===== src/rtl/barrett_param_gen.sv =====
// Barrett parameter generator: computes mu = floor(2^(2k)/m) and k = bitlength(m) for modulus m.
// Latency: 2k+2 cycles from accepting edge to finish_o for supported m, 2 cycles for unsupported m.
// Backpressure: none; start_i is honoured only in IDLE, ignored while busy. Option macro: BARRETT_PARAM_REM_EN (adds rem_o).
module barrett_param_gen #(
    parameter int DATA_LENGTH = 64
) (
    input  logic                   clk_i,
    input  logic                   rst_i,
    input  logic                   start_i,
    input  logic [DATA_LENGTH-1:0] m_i,
    output logic                   busy_o,
    output logic                   finish_o,
    output logic [DATA_LENGTH-1:0] mu_o,
    output logic [DATA_LENGTH-1:0] m_bl_o,
    output logic                   error_o
`ifdef BARRETT_PARAM_REM_EN
    ,
    output logic [DATA_LENGTH-1:0] rem_o
`endif
);

    // Iteration counter must hold 2k, and k never exceeds DATA_LENGTH-1 for a supported modulus.
    localparam int CW = $clog2(2 * DATA_LENGTH) + 1;

    localparam logic [1:0] S_IDLE = 2'd0;
    localparam logic [1:0] S_LOAD = 2'd1;
    localparam logic [1:0] S_DIV  = 2'd2;
    localparam logic [1:0] S_DONE = 2'd3;

    logic [1:0]             r_state;
    logic [DATA_LENGTH-1:0] r_m;
    logic [DATA_LENGTH-1:0] r_k;
    logic [DATA_LENGTH-1:0] r_rem;
    logic [DATA_LENGTH-2:0] r_q;
    logic [CW-1:0]          r_cnt;
    logic                   r_first;
    logic                   r_err_pend;
    logic [DATA_LENGTH-1:0] r_mu;
    logic [DATA_LENGTH-1:0] r_bl;
    logic                   r_err;
`ifdef BARRETT_PARAM_REM_EN
    logic [DATA_LENGTH-1:0] r_rem_out;
`endif

    logic [DATA_LENGTH-1:0] w_k;
    logic                   w_unsup;
    logic [DATA_LENGTH:0]   w_rem_sh;
    logic                   w_ge;
    logic [DATA_LENGTH-1:0] w_rem_nx;
    logic [DATA_LENGTH-1:0] w_q_nx;
    logic                   w_last;
    logic                   w_err_fin;

    // Bit length of the registered modulus: index of the highest set bit plus one.
    always_comb begin
        w_k = '0;
        for (int i = 0; i < DATA_LENGTH; i++) begin
            if (r_m[i]) begin
                w_k = DATA_LENGTH'(i + 1);
            end
        end
    end

    // Zero has no inverse and a set top bit would make 2^(2k) overflow the datapath.
    assign w_unsup = (r_m == '0) || r_m[DATA_LENGTH-1];

    // One restoring-division step. The shifted remainder carries one extra bit so the shift
    // cannot overflow; after the conditional subtract it is always below m and fits back.
    assign w_rem_sh = {r_rem, r_first};
    assign w_ge     = (w_rem_sh >= {1'b0, r_m});
    assign w_rem_nx = w_ge ? DATA_LENGTH'(w_rem_sh - {1'b0, r_m}) : w_rem_sh[DATA_LENGTH-1:0];
    assign w_q_nx   = {r_q, w_ge};

    assign w_last    = (r_state == S_DIV) && (r_cnt == '0);
    // Unsupported moduli spend a second LOAD cycle so the error answer lands two cycles after acceptance.
    assign w_err_fin = (r_state == S_LOAD) && w_unsup && r_err_pend;

    // Control FSM and division datapath.
    always_ff @(posedge clk_i or posedge rst_i) begin
        if (rst_i) begin
            r_state    <= S_IDLE;
            r_m        <= '0;
            r_k        <= '0;
            r_rem      <= '0;
            r_q        <= '0;
            r_cnt      <= '0;
            r_first    <= 1'b0;
            r_err_pend <= 1'b0;
        end else begin
            case (r_state)
                S_IDLE: begin
                    if (start_i) begin
                        r_m        <= m_i;
                        r_err_pend <= 1'b0;
                        r_state    <= S_LOAD;
                    end
                end
                S_LOAD: begin
                    r_k     <= w_k;
                    r_rem   <= '0;
                    r_q     <= '0;
                    r_cnt   <= {w_k[CW-2:0], 1'b0};
                    r_first <= 1'b1;
                    if (!w_unsup) begin
                        r_state <= S_DIV;
                    end else if (r_err_pend) begin
                        r_state <= S_DONE;
                    end else begin
                        r_err_pend <= 1'b1;
                    end
                end
                S_DIV: begin
                    r_rem   <= w_rem_nx;
                    r_q     <= w_q_nx[DATA_LENGTH-2:0];
                    r_first <= 1'b0;
                    r_cnt   <= r_cnt - CW'(1);
                    if (r_cnt == '0) begin
                        r_state <= S_DONE;
                    end
                end
                default: begin
                    r_state <= S_IDLE;
                end
            endcase
        end
    end

    // Result registers: loaded on the edge that enters DONE, held until the next DONE.
    always_ff @(posedge clk_i or posedge rst_i) begin
        if (rst_i) begin
            r_mu  <= '0;
            r_bl  <= '0;
            r_err <= 1'b0;
`ifdef BARRETT_PARAM_REM_EN
            r_rem_out <= '0;
`endif
        end else if (w_last) begin
            r_mu  <= w_q_nx;
            r_bl  <= r_k;
            r_err <= 1'b0;
`ifdef BARRETT_PARAM_REM_EN
            r_rem_out <= w_rem_nx;
`endif
        end else if (w_err_fin) begin
            r_mu  <= '0;
            r_bl  <= '0;
            r_err <= 1'b1;
`ifdef BARRETT_PARAM_REM_EN
            r_rem_out <= '0;
`endif
        end
    end

    assign busy_o   = (r_state == S_LOAD) || (r_state == S_DIV);
    assign finish_o = (r_state == S_DONE);
    assign mu_o     = r_mu;
    assign m_bl_o   = r_bl;
    assign error_o  = r_err;
`ifdef BARRETT_PARAM_REM_EN
    assign rem_o    = r_rem_out;
`endif

endmodule


===== config.mk =====
export PLATFORM = sky130hd
export DESIGN_NAME = barrett_param_gen
export DESIGN_NICKNAME = d
export VERILOG_FILES = /design/src/rtl/barrett_param_gen.sv
export SDC_FILE = /design/constraint.sdc
export NUM_CORES = 1
export LEC_CHECK = 0
export BUFFER_PORTS_ARGS = -buffer_cell sky130_fd_sc_hd__buf_2
export CAP_MARGIN = 20
export CORE_MARGIN = 2
export CORE_UTILIZATION = 53
export DETAILED_ROUTE_END_ITERATION = 6
export PLACE_DENSITY = 0.78
export RECOVER_POWER = 100
export SLEW_MARGIN = 20
export SYNTH_ARGS = -nofsm -noshare
export SYNTH_HDL_FRONTEND = slang
export SYNTH_SLANG_ARGS = --single-unit

===== constraint.sdc =====
create_clock -name clk_i -period 7.6 [get_ports clk_i]
set_input_delay 0.38 -clock clk_i [delete_from_list [all_inputs] [get_ports clk_i]]
set_output_delay 0.38 -clock clk_i [all_outputs]
set_load 0.01 [all_outputs]

Yosys cells after proc, flatten, opt, wreduce, memory -nomap -nowiden
Cells that the tools add are included.

storage, ports and cells
  bits of input ports = 67
  logic and storage cells = 117
  output and inout port bits = 131
  register bits = 396

cells by class
  magnitude comparators = 1
  equality and inequality tests = 7
  mux-type cells = 82
  reductions and logical operators = 14
  $add $sub $neg = 2

operators with widths
  kind                                                                count
  64-bit two-way mux                                                  67
  64-bit case mux with 2 select lines                                 1
  63-bit case mux with 2 select lines                                 1
  65-bit by 64-bit greater-or-equal comparator with 1-bit output      1
  64-bit zero test                                                    1
  64-bit subtractor                                                   1
  8-bit case mux with 2 select lines                                  1
  8-bit zero test                                                     1
  2-bit two-way mux                                                   4
  8-bit by 1-bit subtractor with 8-bit output, second input constant  1
  2-bit != test, second input constant                                3
  2-bit case mux with 3 select lines                                  1
  3-bit AND reduction                                                 2
  2-bit nonzero test                                                  3
  1-bit two-way mux                                                   5
  2-bit == test, second input constant                                2
  1-bit case mux with 2 select lines                                  2
  1-bit logical AND                                                   3
  3-bit != test, second input constant                                1
  2-bit by 1-bit == test with 1-bit output, second input constant     1
  2-bit zero test                                                     1
  1-bit logical OR                                                    2
  2-bit AND reduction                                                 1

Longest topological paths before layout
Gate-level depths: netlist of the first run.

  word-level depth = 65
  depth in mapped cells = 16
  gate-level depth less buffers = 14

Worst setup path after synthesis of the first run
OpenSTA, ideal clock, no wires.

  path kind = reg2reg
  start point = register r_m[0]
  end point = register r_rem[62]
  required time = 7.474 ns
  cell stages (with the launch flop) = 14
  path buffers = 0
  library setup time = 0.126 ns
  arrival time = 2.889 ns
  period minus slack after synthesis = 3.015 ns
  path slack = 4.585 ns
  path through = dfrtp_1 -> ha_1 -> fa_1 -> nor2b_4 -> o31a_1 -> o41a_1 -> o21bai_4 -> a31oi_4 -> o21ai_1 -> o21ai_0 -> a31oi_1 -> o211ai_1 -> o31ai_1 -> a221o_1

on the way
  cells in the longest elaborated chain, start to end = 3
  elaborated cells on any way between the ends = 4
  classes of those cells = 1 x add/sub; 1 x order compare; 2 x mux

RTL lines
  what                                                                                                 RTL line  RTL
  start, declared                                                                                      31        logic [DATA_LENGTH-1:0] r_m;
  start signal, assigned                                                                               93        r_m <= m_i;
  64-bit subtractor or 65-bit by 64-bit greater-or-equal comparator with 1-bit output (tied branches)  71, 70
  64-bit two-way mux *                                                                                 71        assign w_rem_nx = w_ge ? DATA_LENGTH'(w_rem_sh - {1'b0, r_m}) : w_rem_sh[DATA_LENGTH-1:0];
  64-bit case mux with 2 select lines *                                                                90        case (r_state)
  end signal, assigned                                                                                 113       r_rem <= w_rem_nx;
  end, declared                                                                                        33        logic [DATA_LENGTH-1:0] r_rem;

Every way passes the cells marked *; elsewhere a longest branch is shown, timed or not.
A chain may end at the register's enable or synchronous reset.

Worst setup path after layout of the first run
  start point = register r_state[0]
  end point = register r_cnt[1]

on the way
  cells in the longest elaborated chain, start to end = 2
  elaborated cells on any way between the ends = 4
  classes of those cells = 2 x eq/ne; 1 x mux; 1 x reduce/logical

RTL lines
  what                                                                       RTL line  RTL
  start, declared                                                            30        logic [1:0] r_state;
  start signal, assigned                                                     81        r_state <= S_IDLE;
  start signal, assigned                                                     95        r_state <= S_LOAD;
  start signal, assigned                                                     105       r_state <= S_DIV;
  2-bit == test or 2-bit by 1-bit == test with 1-bit output (tied branches)  90
  8-bit case mux with 2 select lines or 2-bit nonzero test (tied branches)   -
  end signal, assigned                                                       102       r_cnt <= {w_k[CW-2:0], 1'b0};
  end signal, assigned                                                       116       r_cnt <= r_cnt - CW'(1);
  end, declared                                                              35        logic [CW-1:0] r_cnt;

Several ways; a longest one is shown, not always the timed one.

==> results of run 1 <==
[sequential cells by signal, summed over array words and instances (netlist names)]
name / count
r_rem: 64
r_q: 63
r_k: 7
mu_o: 64
r_cnt: 8
r_m: 64
r_err_pend: 1
r_first: 1
error_o: 1
r_state: 2
m_bl_o: 7
[power breakdown]
part           switching [mW]  internal [mW]
Sequential              0.270           1.76
Clock                   0.641           1.01
Combinational            1.60          0.863
[path summary, 6_finish.rpt]
check / cells after the start / from / slack [ns] / endpoint
max: 6 / r_state[0] / 2.32 / r_cnt[1]
min: 2 / m_i[33] / 0.03 / r_m[33]
max reg2reg: 6 / r_state[0] / 2.32 / r_cnt[1]
min in group asynchronous: 3 / rst_i / 0.87 / mu_o[50]
max in group asynchronous: 4 / rst_i / 4.58 / r_rem[51]
min reg2reg: 2 / mu_o[0] / 0.49 / mu_o[0]
[cells by family after synthesis]
group           Yosys count  share of synthesized area, %
simple gates            294                          8.83
compound gates          573                          25.6
xor+xnor                 55                          3.04
other cells               1                        0.0237
buf+inv                 233                          7.04
fa+ha+maj                71                          5.65
mux                      75                          5.26
flops                   282                          44.5
[critical path, stage by stage (launching register included)]
cell and delay [ns]:
sky130_fd_sc_hd__dfrtp_1 0.40, sky130_fd_sc_hd__inv_1 0.09, sky130_fd_sc_hd__ha_1 0.92, sky130_fd_sc_hd__clkinvlp_2 1.62, sky130_fd_sc_hd__clkbuf_2 1.32, sky130_fd_sc_hd__or3_1 0.69, sky130_fd_sc_hd__o221ai_1 0.09
[per-stage QoR]
| step | instance area (um^2) | worst slack [ns] | utilization [%] | instances |
|---|---|---|---|---|
| 2_1_floorplan | 16100 | 3.48 | - | 1640 |
| 3_3_place_gp | 16600 | 3.37 | 56.2 | 2046 |
| 3_5_place_dp | 16600 | 3.04 | 56.2 | 2046 |
| 4_1_cts | 17800 | 3.06 | 60.1 | 2103 |
| 5_1_grt | 17600 | 1.92 | 59.6 | 2103 |
| 6_report | 17600 | 2.32 | 59.6 | 2103 |
[layer usage]
metal  up-vias  share of wire (%)
li1       5969                  -
met1      6258                 46
met2       472                 44
met3        85                6.8
met4         0                2.9
met5         -                  0
[cells in the mapped netlist, types with 14 or more instances]
master	n	area (um^2)
sky130_fd_sc_hd__ha_1	70	876
sky130_fd_sc_hd__buf_4	59	443
sky130_fd_sc_hd__inv_1	99	372
sky130_fd_sc_hd__nand4_1	17	106
sky130_fd_sc_hd__nand2_1	102	383
sky130_fd_sc_hd__nor4_1	15	93.8
sky130_fd_sc_hd__nand2b_1	14	87.6
sky130_fd_sc_hd__clkbuf_1	60	225
sky130_fd_sc_hd__a32oi_1	15	131
sky130_fd_sc_hd__o21ai_0	110	551
sky130_fd_sc_hd__nor2_1	65	244
sky130_fd_sc_hd__a21o_1	32	240
sky130_fd_sc_hd__a21oi_1	123	616
sky130_fd_sc_hd__xor2_1	28	245
sky130_fd_sc_hd__dfrtp_1	282	7060
sky130_fd_sc_hd__xnor2_1	27	236
sky130_fd_sc_hd__a22o_1	161	1410
sky130_fd_sc_hd__mux2_2	66	743
sky130_fd_sc_hd__nand3_1	25	125
sky130_fd_sc_hd__nor3_1	18	90.1
[cell type report]
| cell class | instances | area share (%) |
|---|---|---|
| multi-input cells | 1125 | 44.8 |
| flip-flops and latches | 282 | 40.0 |
| clock buffers | 35 | 4.60 |
| repair buffers | 150 | 3.83 |
| well taps | 390 | 2.77 |
| inverters | 99 | 2.14 |
| clock inverters | 22 | 1.80 |
==> impl_metrics.xml, run 1 <==
<?xml version="1.0" encoding="UTF-8"?>
<metrics>
  <group name="status">
    <metric name="run_status" unit="">complete, but fails checks</metric>
    <metric name="failing_checks" unit="">max-capacitance violations, max-slew violations</metric>
  </group>
  <group name="critical_path">
    <metric name="worst_setup_path_end_kind" unit="">register</metric>
    <metric name="worstPathMaxFanout" unit="">89</metric>
    <metric name="critical_path_at" unit="ns">5.75</metric>
    <metric name="critPathKind" unit="">register to register</metric>
    <metric name="required" unit="ns">8.08</metric>
    <metric name="startpoint_types" unit="">register</metric>
  </group>
  <group name="global_routing">
    <metric name="met1_usage" unit="%">36.6</metric>
    <metric name="global_route.usage.met3" unit="%">3.54</metric>
    <metric name="grt_remaining_overflow" unit="">0</metric>
    <metric name="grt_max_degree" unit="">113</metric>
    <metric name="globalRouteMet2Util" unit="%">38.9</metric>
    <metric name="grt.busiest_layer" unit="">met2</metric>
    <metric name="grt_first_pass_wirelength" unit="um">64000</metric>
    <metric name="all_layer_gr_usage" unit="%">25.1</metric>
    <metric name="grt_antenna_before_repair" unit="">0</metric>
    <metric name="grt_pass1_vias" unit="">12200</metric>
  </group>
  <group name="timing">
    <metric name="setup_violations" unit="">0</metric>
    <metric name="final.setup_skew" unit="ns">0.0166</metric>
    <metric name="timing.hold.ws" unit="ns">0.0328</metric>
    <metric name="max_clock_freq" unit="GHz">0.190</metric>
    <metric name="max-slew-margin-rel" unit="%">-132</metric>
    <metric name="fin_setup_tns" unit="ns">0</metric>
    <metric name="unrepaired_setup_endpoints_after_global_routing" unit="">no</metric>
    <metric name="finalHoldViolations" unit="">0</metric>
    <metric name="tightestPinTransition" unit="ns">3.48</metric>
    <metric name="finalWorstPathRequiredPeriod" unit="ns">5.28</metric>
    <metric name="min_period_over_period" unit="%">69.4</metric>
    <metric name="report.final.slew_viol_count" unit="">319</metric>
  </group>
  <group name="floorplan">
    <metric name="pin_count" unit="">198</metric>
    <metric name="area_of_the_die" unit="um^2">31300</metric>
    <metric name="core-area" unit="um^2">29600</metric>
    <metric name="chipHeight" unit="um">177</metric>
    <metric name="fp-row-count" unit="">63</metric>
    <metric name="initial_core_util" unit="%">53.6</metric>
    <metric name="die_width" unit="um">177</metric>
  </group>
  <group name="detailed_routing">
    <metric name="avgRoutedWirePerCell" unit="um">18.8</metric>
    <metric name="drtAntennaViolNets" unit="">0</metric>
    <metric name="detail_route.vias_per_cell" unit="">6.08</metric>
    <metric name="drt_iter0_markers" unit="">1110</metric>
    <metric name="remaining_drc_errors" unit="">0</metric>
    <metric name="wirelength" unit="um">39600</metric>
    <metric name="vias" unit="">12800</metric>
    <metric name="drt_pre_antenna_iters" unit="">7</metric>
  </group>
  <group name="job">
    <metric name="cap_violations" unit="">5</metric>
  </group>
  <group name="synthesis">
    <metric name="ys_seq_area_share" unit="%">44.5</metric>
    <metric name="post_synth_inst_count" unit="">1584</metric>
    <metric name="yosys_register_bits" unit="">282</metric>
    <metric name="number_of_synthesized_flops_with_an_enable_pin" unit="">0</metric>
    <metric name="synth_cell_type_count" unit="">74</metric>
    <metric name="synth_warnings" unit="">0</metric>
    <metric name="asyncSetResetFlopFracSynth" unit="%">100</metric>
    <metric name="synth.avg_cell_area" unit="um^2">10.0</metric>
    <metric name="ys_dominant_reg_cell" unit="">sky130_fd_sc_hd__dfrtp_1</metric>
    <metric name="synthesis.area" unit="um^2">15900</metric>
  </group>
  <group name="clocking">
    <metric name="cts_buffers" unit="">31</metric>
    <metric name="cts_hold_repair.buffers" unit="">0</metric>
    <metric name="post_cts_resize_count" unit="">0</metric>
    <metric name="cts.root.buffer_cell" unit="">sky130_fd_sc_hd__clkbuf_16</metric>
    <metric name="clkSlewWorstSetupHoldPaths" unit="ns">0.07</metric>
    <metric name="postCtsSetupRepairBufs" unit="">0</metric>
    <metric name="clkLatencyLatePin" unit="ns">0.57</metric>
    <metric name="cts_buffer_depth" unit="">3</metric>
    <metric name="h-tree-depth" unit="">1</metric>
    <metric name="number_of_clock_sinks" unit="">282</metric>
    <metric name="cts_tree" unit="">yes</metric>
  </group>
  <group name="cells_and_area">
    <metric name="register_area" unit="um^2">7060</metric>
    <metric name="most_frequent_standard_cell_in_the_layout_excluding_fill_and_tap_cells" unit="">sky130_fd_sc_hd__dfrtp_1</metric>
    <metric name="filler_cell_count" unit="">2558</metric>
    <metric name="nNetsFinal" unit="">1827</metric>
    <metric name="num_antenna_cells" unit="">0</metric>
    <metric name="layout-area-overhead-vs-synth" unit="%">11.2</metric>
    <metric name="layout.cells.most_common_list" unit="">282 x sky130_fd_sc_hd__dfrtp_1, 161 x sky130_fd_sc_hd__a22o_1, 124 x sky130_fd_sc_hd__a21oi_1, 110 x sky130_fd_sc_hd__o21ai_0, 101 x sky130_fd_sc_hd__nand2_1</metric>
    <metric name="multi_input_comb_area" unit="um^2">7900</metric>
    <metric name="post_route_cells_drive_above_1_share" unit="%">12.2</metric>
  </group>
  <group name="placed_design">
    <metric name="port_buffers" unit="">140</metric>
    <metric name="gp_congestion" unit="">0.933</metric>
    <metric name="post-dp-hpwl" unit="um">27400</metric>
  </group>
  <group name="power">
    <metric name="power_density" unit="nW/um^2">348</metric>
    <metric name="cellLeakagePower" unit="nW">8.35</metric>
    <metric name="fin_total_pwr" unit="mW">6.14</metric>
    <metric name="vdd.ir_drop.worst" unit="mV">0.245</metric>
  </group>
  <group name="worst_hold_path">
    <metric name="holdCritPathClass" unit="">input port to register</metric>
  </group>
</metrics>
Note: power is estimated with default switching activity, not from simulation.
==> run 2, diff against run 1 <==
==> constraint.sdc (replaced) <==
create_clock -name clk_i -period 4.4 [get_ports clk_i]
set_input_delay 0.22 -clock clk_i [delete_from_list [all_inputs] [get_ports clk_i]]
set_output_delay 0.22 -clock clk_i [all_outputs]
set_load 0.01 [all_outputs]
==> run 2 against run 1 <==
The run still ends with max-capacitance violations, max-slew violations left. Sequential share of layout area is 1.4 points lower. Critical path depth is 8 higher. Count of clock-buffer cells in the layout is 8 higher. First-iteration DRC count is 0.99% higher. Flip-flop and latch count stayed put. Worst hold slack worse by 0.011 ns. Clock skew is 0.0033 ns lower. Setup slack worse by 1.8 ns. Register-to-register slack worse by 1.8 ns. Sequential power is 72% higher.
==> impl_metrics.xml, run 2 (synthesis results as in run 1) <==
<?xml version="1.0" encoding="UTF-8"?>
<metrics>
  <group name="timing">
    <metric name="min_period_over_period" unit="%">88.8</metric>
    <metric name="unrepaired_setup_endpoints_after_global_routing" unit="">no</metric>
    <metric name="fin_setup_tns" unit="ns">0</metric>
    <metric name="report.final.slew_viol_count" unit="">255</metric>
    <metric name="final.setup_skew" unit="ns">0.0132</metric>
    <metric name="tightestPinTransition" unit="ns">2.24</metric>
    <metric name="max-slew-margin-rel" unit="%">-49.6</metric>
    <metric name="finalWorstPathRequiredPeriod" unit="ns">3.91</metric>
    <metric name="finalHoldViolations" unit="">0</metric>
    <metric name="max_clock_freq" unit="GHz">0.256</metric>
    <metric name="setup_ws" unit="ns">0.491</metric>
    <metric name="setup_violations" unit="">0</metric>
  </group>
  <group name="status">
    <metric name="failing_checks" unit="">max-capacitance violations, max-slew violations</metric>
    <metric name="run_status" unit="">complete, but fails checks</metric>
  </group>
  <group name="cells_and_area">
    <metric name="layout-area-overhead-vs-synth" unit="%">15.2</metric>
    <metric name="most_frequent_standard_cell_in_the_layout_excluding_fill_and_tap_cells" unit="">sky130_fd_sc_hd__dfrtp_1</metric>
    <metric name="post_route_cells_drive_above_1_share" unit="%">11.8</metric>
    <metric name="num_antenna_cells" unit="">0</metric>
    <metric name="nNetsFinal" unit="">1897</metric>
    <metric name="layout.cells.most_common_list" unit="">282 x sky130_fd_sc_hd__dfrtp_1, 161 x sky130_fd_sc_hd__a22o_1, 124 x sky130_fd_sc_hd__a21oi_1, 112 x sky130_fd_sc_hd__o21ai_0, 102 x sky130_fd_sc_hd__nand2_1</metric>
  </group>
  <group name="floorplan">
    <metric name="area_of_the_die" unit="um^2">31300</metric>
    <metric name="chipHeight" unit="um">177</metric>
    <metric name="pin_count" unit="">198</metric>
    <metric name="die_width" unit="um">177</metric>
    <metric name="core-area" unit="um^2">29600</metric>
    <metric name="fp-row-count" unit="">63</metric>
    <metric name="initial_core_util" unit="%">53.6</metric>
  </group>
  <group name="critical_path">
    <metric name="crit_path_max_incr_delay" unit="ns">0.92</metric>
    <metric name="worst_setup_path_end_kind" unit="">register</metric>
    <metric name="startpoint_types" unit="">register</metric>
    <metric name="crit_path_top_delay_cell" unit="">sky130_fd_sc_hd__a2111oi_1</metric>
    <metric name="required" unit="ns">4.86</metric>
    <metric name="path_depth" unit="">14</metric>
    <metric name="path_buf_inv" unit="">1</metric>
    <metric name="critPathKind" unit="">register to register</metric>
    <metric name="ff2ff_path_depth" unit="">14</metric>
    <metric name="worstPathMaxFanout" unit="">5</metric>
    <metric name="critical_path_at" unit="ns">4.37</metric>
    <metric name="worst_path_cell_trace" unit="">inv_1 -&gt; ha_1 -&gt; fa_1 -&gt; nor2b_4 -&gt; o31a_1 -&gt; o41a_1 -&gt; o21bai_4 -&gt; a31oi_4 -&gt; a2111oi_1 -&gt; o41ai_2 -&gt; a31oi_2 -&gt; xnor2_1 -&gt; o21ai_2 -&gt; a22o_1</metric>
    <metric name="cp_top_family" unit="">compound AO/OA/AOI/OAI gates</metric>
  </group>
  <group name="clocking">
    <metric name="postCtsSetupRepairBufs" unit="">0</metric>
    <metric name="post_cts_resize_count" unit="">0</metric>
    <metric name="cts_tree" unit="">yes</metric>
    <metric name="cts_hold_repair.buffers" unit="">65</metric>
    <metric name="cts.root.buffer_cell" unit="">sky130_fd_sc_hd__clkbuf_16</metric>
    <metric name="clkSlewWorstSetupHoldPaths" unit="ns">0.06</metric>
    <metric name="cts_buffer_depth" unit="">3</metric>
    <metric name="number_of_clock_sinks" unit="">282</metric>
    <metric name="cts_buffers" unit="">31</metric>
    <metric name="clkLatencyLatePin" unit="ns">0.58</metric>
    <metric name="h-tree-depth" unit="">1</metric>
  </group>
  <group name="detailed_routing">
    <metric name="drt_pre_antenna_iters" unit="">5</metric>
    <metric name="avgRoutedWirePerCell" unit="um">18.4</metric>
    <metric name="wirelength" unit="um">40000</metric>
    <metric name="drtAntennaViolNets" unit="">0</metric>
    <metric name="vias" unit="">13100</metric>
    <metric name="remaining_drc_errors" unit="">0</metric>
    <metric name="drt_iter0_markers" unit="">1121</metric>
    <metric name="detail_route.vias_per_cell" unit="">6.05</metric>
  </group>
  <group name="power">
    <metric name="power_switching_share" unit="%">40.7</metric>
    <metric name="cellLeakagePower" unit="nW">8.65</metric>
    <metric name="netSwitchingPower" unit="mW">4.31</metric>
    <metric name="seqPwrFrac" unit="%">33.0</metric>
    <metric name="clock_power_share" unit="%">26.2</metric>
    <metric name="pwr-share-comb" unit="%">40.8</metric>
    <metric name="power_report.internal_total" unit="mW">6.30</metric>
    <metric name="power_density" unit="nW/um^2">581</metric>
    <metric name="vdd.ir_drop.worst" unit="mV">0.390</metric>
  </group>
  <group name="placed_design">
    <metric name="gp_congestion" unit="">0.938</metric>
    <metric name="post-dp-hpwl" unit="um">27500</metric>
    <metric name="place_worst_setup_slack" unit="ns">0.811</metric>
    <metric name="port_buffers" unit="">140</metric>
  </group>
  <group name="global_routing">
    <metric name="grt_antenna_before_repair" unit="">0</metric>
    <metric name="all_layer_gr_usage" unit="%">25.4</metric>
    <metric name="grt_pass1_vias" unit="">12500</metric>
    <metric name="grt_remaining_overflow" unit="">0</metric>
    <metric name="grt_first_pass_wirelength" unit="um">65200</metric>
    <metric name="grt_max_degree" unit="">164</metric>
  </group>
  <group name="worst_hold_path">
    <metric name="holdCritPathClass" unit="">input port to register</metric>
    <metric name="hold-path-cell-count" unit="">3</metric>
  </group>
  <group name="job">
    <metric name="cap_violations" unit="">2</metric>
  </group>
</metrics>
-- run 2: cell types whose count changed in the layout (fill, tap and decap cells not counted), sizes merged --
cell | previous run | this run
dlygate4sd3 | 0 | 65
clkbuf | 114 | 122
buf | 71 | 76
clkinvlp | 7 | 2
clkinv | 8 | 5
bufinv | 7 | 6
inv | 99 | 98
-- run 2: path summary, 6_finish.rpt --
kind,start,endpoint,slack [ns]
setup reg to reg,r_first,r_rem[54],0.49
setup / recovery,r_first,r_rem[54],0.49
max in group asynchronous,rst_i,r_rem[47],1.13
hold / removal,start_i,r_err_pend,0.02
hold reg to reg,m_bl_o[5],m_bl_o[5],0.49
min in group asynchronous,rst_i,mu_o[50],0.48
-- run 2: worst reg2reg max path, cell delays in order (launching register included) --
cell	delay, ns
sky130_fd_sc_hd__dfrtp_1	0.38
sky130_fd_sc_hd__inv_1	0.07
sky130_fd_sc_hd__ha_1	0.19
sky130_fd_sc_hd__fa_1	0.27
sky130_fd_sc_hd__nor2b_4	0.06
sky130_fd_sc_hd__o31a_1	0.27
sky130_fd_sc_hd__o41a_1	0.40
sky130_fd_sc_hd__o21bai_4	0.19
sky130_fd_sc_hd__a31oi_4	0.14
sky130_fd_sc_hd__a2111oi_1	0.92
sky130_fd_sc_hd__o41ai_2	0.19
sky130_fd_sc_hd__a31oi_2	0.26
sky130_fd_sc_hd__xnor2_1	0.17
sky130_fd_sc_hd__o21ai_2	0.06
sky130_fd_sc_hd__a22o_1	0.21
-- run 2: per-stage QoR --
stage / total power [mW] / instance area, um^2 / utilization, % / instances / hold WS [ns]
after floorplan: 6.63 / 16100 / - / 1640 / 0.371
after global routing: 11.3 / 18300 / 61.8 / 2171 / 0.0430
final: 10.6 / 18300 / 61.8 / 2171 / 0.0214
after detailed placement: 7.75 / 16700 / 56.5 / 2051 / 0.369
after global placement: 7.64 / 16700 / 56.5 / 2051 / 0.362
after CTS: 10.6 / 18400 / 62.4 / 2171 / 0.0119
-- run 2: routing by layer --
metal | track usage (%) | routed length, um | share of wire [%] | up-vias
li1 | - | - | - | 6079
met1 | 37.1 | 18200 | 46 | 6486
met2 | 40.1 | 18100 | 45 | 494
met3 | 3.46 | 2640 | 6.6 | 70
met4 | 6.40 | 992 | 2.5 | 0
met5 | 0 | 0 | 0 | -
-- run 2: power by group through the flow --
stage | Clock (mW) | Combinational [mW] | Sequential, mW
5_1_grt | 2.96 | 4.79 | 3.56
6_report | 2.78 | 4.33 | 3.50
2_1_floorplan | 0 | 3.26 | 3.38
3_5_place_dp | 0 | 4.23 | 3.52
4_1_cts | 2.85 | 4.31 | 3.48
3_3_place_gp | 0 | 4.16 | 3.49
-- run 2: layout make-up --
class / instances / area (um^2)
timing repair buffer: 220 / 1360
tap: 390 / 488
multi-input combinational: 1125 / 7880
sequential: 282 / 7060
clock inverter: 12 / 228
fill: 2466 / 11300
clock buffer: 43 / 871
inverter: 99 / 374
==> run 3, diff against run 2 <==
--- a/config.mk
+++ b/config.mk
@@ -8,9 +8,10 @@
 export BUFFER_PORTS_ARGS = -buffer_cell sky130_fd_sc_hd__buf_2
 export CAP_MARGIN = 20
 export CORE_MARGIN = 2
-export CORE_UTILIZATION = 53
+export CORE_UTILIZATION = 55
+export CTS_BUF_LIST = sky130_fd_sc_hd__clkbuf_8
 export DETAILED_ROUTE_END_ITERATION = 6
-export PLACE_DENSITY = 0.78
+export PLACE_DENSITY = 0.86
 export RECOVER_POWER = 100
 export SLEW_MARGIN = 20
 export SYNTH_ARGS = -nofsm -noshare
==> run 3 against run 2 <==
The run still ends with max-capacitance violations, max-slew violations left. Global-route usage increased by 1.2 points. Critical path depth fell by 5. Flip-flop and latch count is the same. Highest routed layer unchanged.
==> impl_metrics.xml, run 3 (synthesis results as in run 1) <==
<?xml version="1.0" encoding="UTF-8"?>
<metrics>
  <group name="status">
    <metric name="run_status" unit="">complete, but fails checks</metric>
    <metric name="failing_checks" unit="">max-capacitance violations, max-slew violations</metric>
  </group>
  <group name="cells_and_area">
    <metric name="most_frequent_standard_cell_in_the_layout_excluding_fill_and_tap_cells" unit="">sky130_fd_sc_hd__dfrtp_1</metric>
    <metric name="layout.cells.most_common_list" unit="">282 x sky130_fd_sc_hd__dfrtp_1, 161 x sky130_fd_sc_hd__a22o_1, 124 x sky130_fd_sc_hd__a21oi_1, 111 x sky130_fd_sc_hd__inv_1, 110 x sky130_fd_sc_hd__o21ai_0</metric>
    <metric name="nNetsFinal" unit="">1915</metric>
    <metric name="num_antenna_cells" unit="">0</metric>
    <metric name="layout-area-overhead-vs-synth" unit="%">15.0</metric>
    <metric name="final_util" unit="%">63.9</metric>
    <metric name="post_route_cells_drive_above_1_share" unit="%">12.8</metric>
  </group>
  <group name="timing">
    <metric name="max-slew-margin-rel" unit="%">-79.2</metric>
    <metric name="setup_violations" unit="">0</metric>
    <metric name="finalWorstPathRequiredPeriod" unit="ns">3.97</metric>
    <metric name="max_clock_freq" unit="GHz">0.252</metric>
    <metric name="final.setup_skew" unit="ns">0.0286</metric>
    <metric name="report.final.slew_viol_count" unit="">284</metric>
    <metric name="timing.hold.ws" unit="ns">0.0352</metric>
    <metric name="unrepaired_setup_endpoints_after_global_routing" unit="">no</metric>
    <metric name="tightestPinTransition" unit="ns">2.69</metric>
    <metric name="min_period_over_period" unit="%">90.2</metric>
    <metric name="fin_setup_tns" unit="ns">0</metric>
    <metric name="finalHoldViolations" unit="">0</metric>
  </group>
  <group name="clocking">
    <metric name="clkSlewWorstSetupHoldPaths" unit="ns">0.06</metric>
    <metric name="h-tree-depth" unit="">2</metric>
    <metric name="clkLatencyLatePin" unit="ns">0.59</metric>
    <metric name="number_of_clock_sinks" unit="">282</metric>
    <metric name="cts.root.buffer_cell" unit="">sky130_fd_sc_hd__clkbuf_8</metric>
    <metric name="cts_buffer_depth" unit="">3</metric>
    <metric name="postCtsSetupRepairBufs" unit="">0</metric>
    <metric name="cts_buffers" unit="">49</metric>
    <metric name="cts_tree" unit="">yes</metric>
  </group>
  <group name="critical_path">
    <metric name="critical_path_at" unit="ns">4.43</metric>
    <metric name="worst_setup_path_end_kind" unit="">register</metric>
    <metric name="worstPathMaxFanout" unit="">71</metric>
    <metric name="worst_path_cell_trace" unit="">inv_1 -&gt; nand4_1 -&gt; nor4_1 -&gt; nand3_1 -&gt; o41ai_1 -&gt; and2_0 -&gt; a31oi_4 -&gt; buf_2 -&gt; a22o_1</metric>
    <metric name="critPathKind" unit="">register to register</metric>
    <metric name="crit_path_max_incr_delay" unit="ns">0.75</metric>
    <metric name="startpoint_types" unit="">register</metric>
    <metric name="crit_path_top_delay_cell" unit="">sky130_fd_sc_hd__o41ai_1</metric>
    <metric name="required" unit="ns">4.86</metric>
  </group>
  <group name="placed_design">
    <metric name="port_buffers" unit="">140</metric>
    <metric name="post-dp-hpwl" unit="um">27800</metric>
    <metric name="gp_congestion" unit="">0.903</metric>
  </group>
  <group name="worst_hold_path">
    <metric name="holdCritPathClass" unit="">input port to register</metric>
  </group>
  <group name="global_routing">
    <metric name="grt_max_degree" unit="">176</metric>
    <metric name="grt_remaining_overflow" unit="">0</metric>
    <metric name="grt_antenna_before_repair" unit="">1</metric>
    <metric name="grt_pass1_vias" unit="">13000</metric>
    <metric name="all_layer_gr_usage" unit="%">26.7</metric>
    <metric name="grt_first_pass_wirelength" unit="um">66600</metric>
  </group>
  <group name="power">
    <metric name="vdd.ir_drop.worst" unit="mV">0.568</metric>
    <metric name="cellLeakagePower" unit="nW">8.72</metric>
    <metric name="power_density" unit="nW/um^2">571</metric>
  </group>
  <group name="detailed_routing">
    <metric name="drt_pre_antenna_iters" unit="">5</metric>
    <metric name="drtAntennaViolNets" unit="">0</metric>
    <metric name="vias" unit="">13200</metric>
    <metric name="drt_iter0_markers" unit="">1154</metric>
    <metric name="remaining_drc_errors" unit="">0</metric>
    <metric name="avgRoutedWirePerCell" unit="um">18.6</metric>
    <metric name="wirelength" unit="um">40900</metric>
    <metric name="detail_route.vias_per_cell" unit="">6.02</metric>
  </group>
  <group name="floorplan">
    <metric name="die_width" unit="um">174</metric>
    <metric name="initial_core_util" unit="%">55.5</metric>
    <metric name="pin_count" unit="">198</metric>
    <metric name="core-area" unit="um^2">28500</metric>
    <metric name="fp-row-count" unit="">62</metric>
    <metric name="area_of_the_die" unit="um^2">30200</metric>
    <metric name="chipHeight" unit="um">174</metric>
  </group>
  <group name="job">
    <metric name="cap_violations" unit="">2</metric>
  </group>
</metrics>
## run 3: changes by cell type in the layout (fill, tap and decap cells not counted), moves of 7 or more
| cell | delta |
|---|---|
| sky130_fd_sc_hd__clkbuf_16 | -31 |
| sky130_fd_sc_hd__inv_1 | +14 |
| sky130_fd_sc_hd__clkbuf_8 | +53 |
| sky130_fd_sc_hd__clkbuf_1 | -7 |
## run 3: metrics by stage
step / total power [mW] / cells / worst slack (ns) / cell area [um^2]
after floorplan: 6.63 / 1640 / 0.445 / 16100
after global placement: 7.61 / 2045 / 0.904 / 16700
after detailed placement: 7.75 / 2045 / 0.772 / 16700
after CTS: 10.4 / 2195 / 0.756 / 18400
after global routing: 11.1 / 2195 / 0.255 / 18200
final: 10.4 / 2195 / 0.431 / 18200
## run 3: worst max-delay path: cells and delay by family (launching register included)
kind | cells | cell delay [ns]
AND/OR/NAND/NOR | 4 | 1.43
flip-flops | 1 | 0.41
buffers and inverters | 2 | 0.76
AO/OA/AOI/OAI | 3 | 1.23
## run 3: layout make-up
type,instances,area (um^2)
Inverter,99,374
Tap cell,384,480
Clock buffer,58,798
Fill cell,2348,10300
Multi-Input combinational cell,1125,7900
Sequential cell,282,7060
Timing Repair Buffer,220,1370
Clock inverter,27,255
## run 3: power breakdown
group          leakage [nW]  switching [mW]  internal (mW)
combinational          4.37            2.81           1.52
clock                 0.598            1.08           1.49
sequential             3.75           0.468           3.04
## run 3: worst paths after layout
kind,from,to,slack (ns),cells after the start
max,r_m[50],mu_o[20],0.43,9
min,start_i,r_err_pend,0.04,3
max reg2reg,r_m[50],mu_o[20],0.43,9
min reg2reg,m_bl_o[1],m_bl_o[1],0.48,2
max in group asynchronous,rst_i,r_rem[33],1.62,4
min in group asynchronous,rst_i,r_q[50],1.04,4
## run 3: repair_timing
item,in CTS,in global routing
hold endpoints to repair,171,0
gates resized for setup,0,0
hold buffers,65,0
## run 3: layer usage
| metal | wire (um) | vias up | share of wire, % | track usage [%] |
|---|---|---|---|---|
| met5 | 0 | - | 0 | 0 |
| li1 | - | 6119 | - | - |
| met2 | 19000 | 484 | 47 | 42.3 |
| met1 | 18000 | 6525 | 44 | 36.9 |
| met3 | 2620 | 95 | 6.4 | 4.65 |
| met4 | 1250 | 0 | 3.1 | 9.91 |
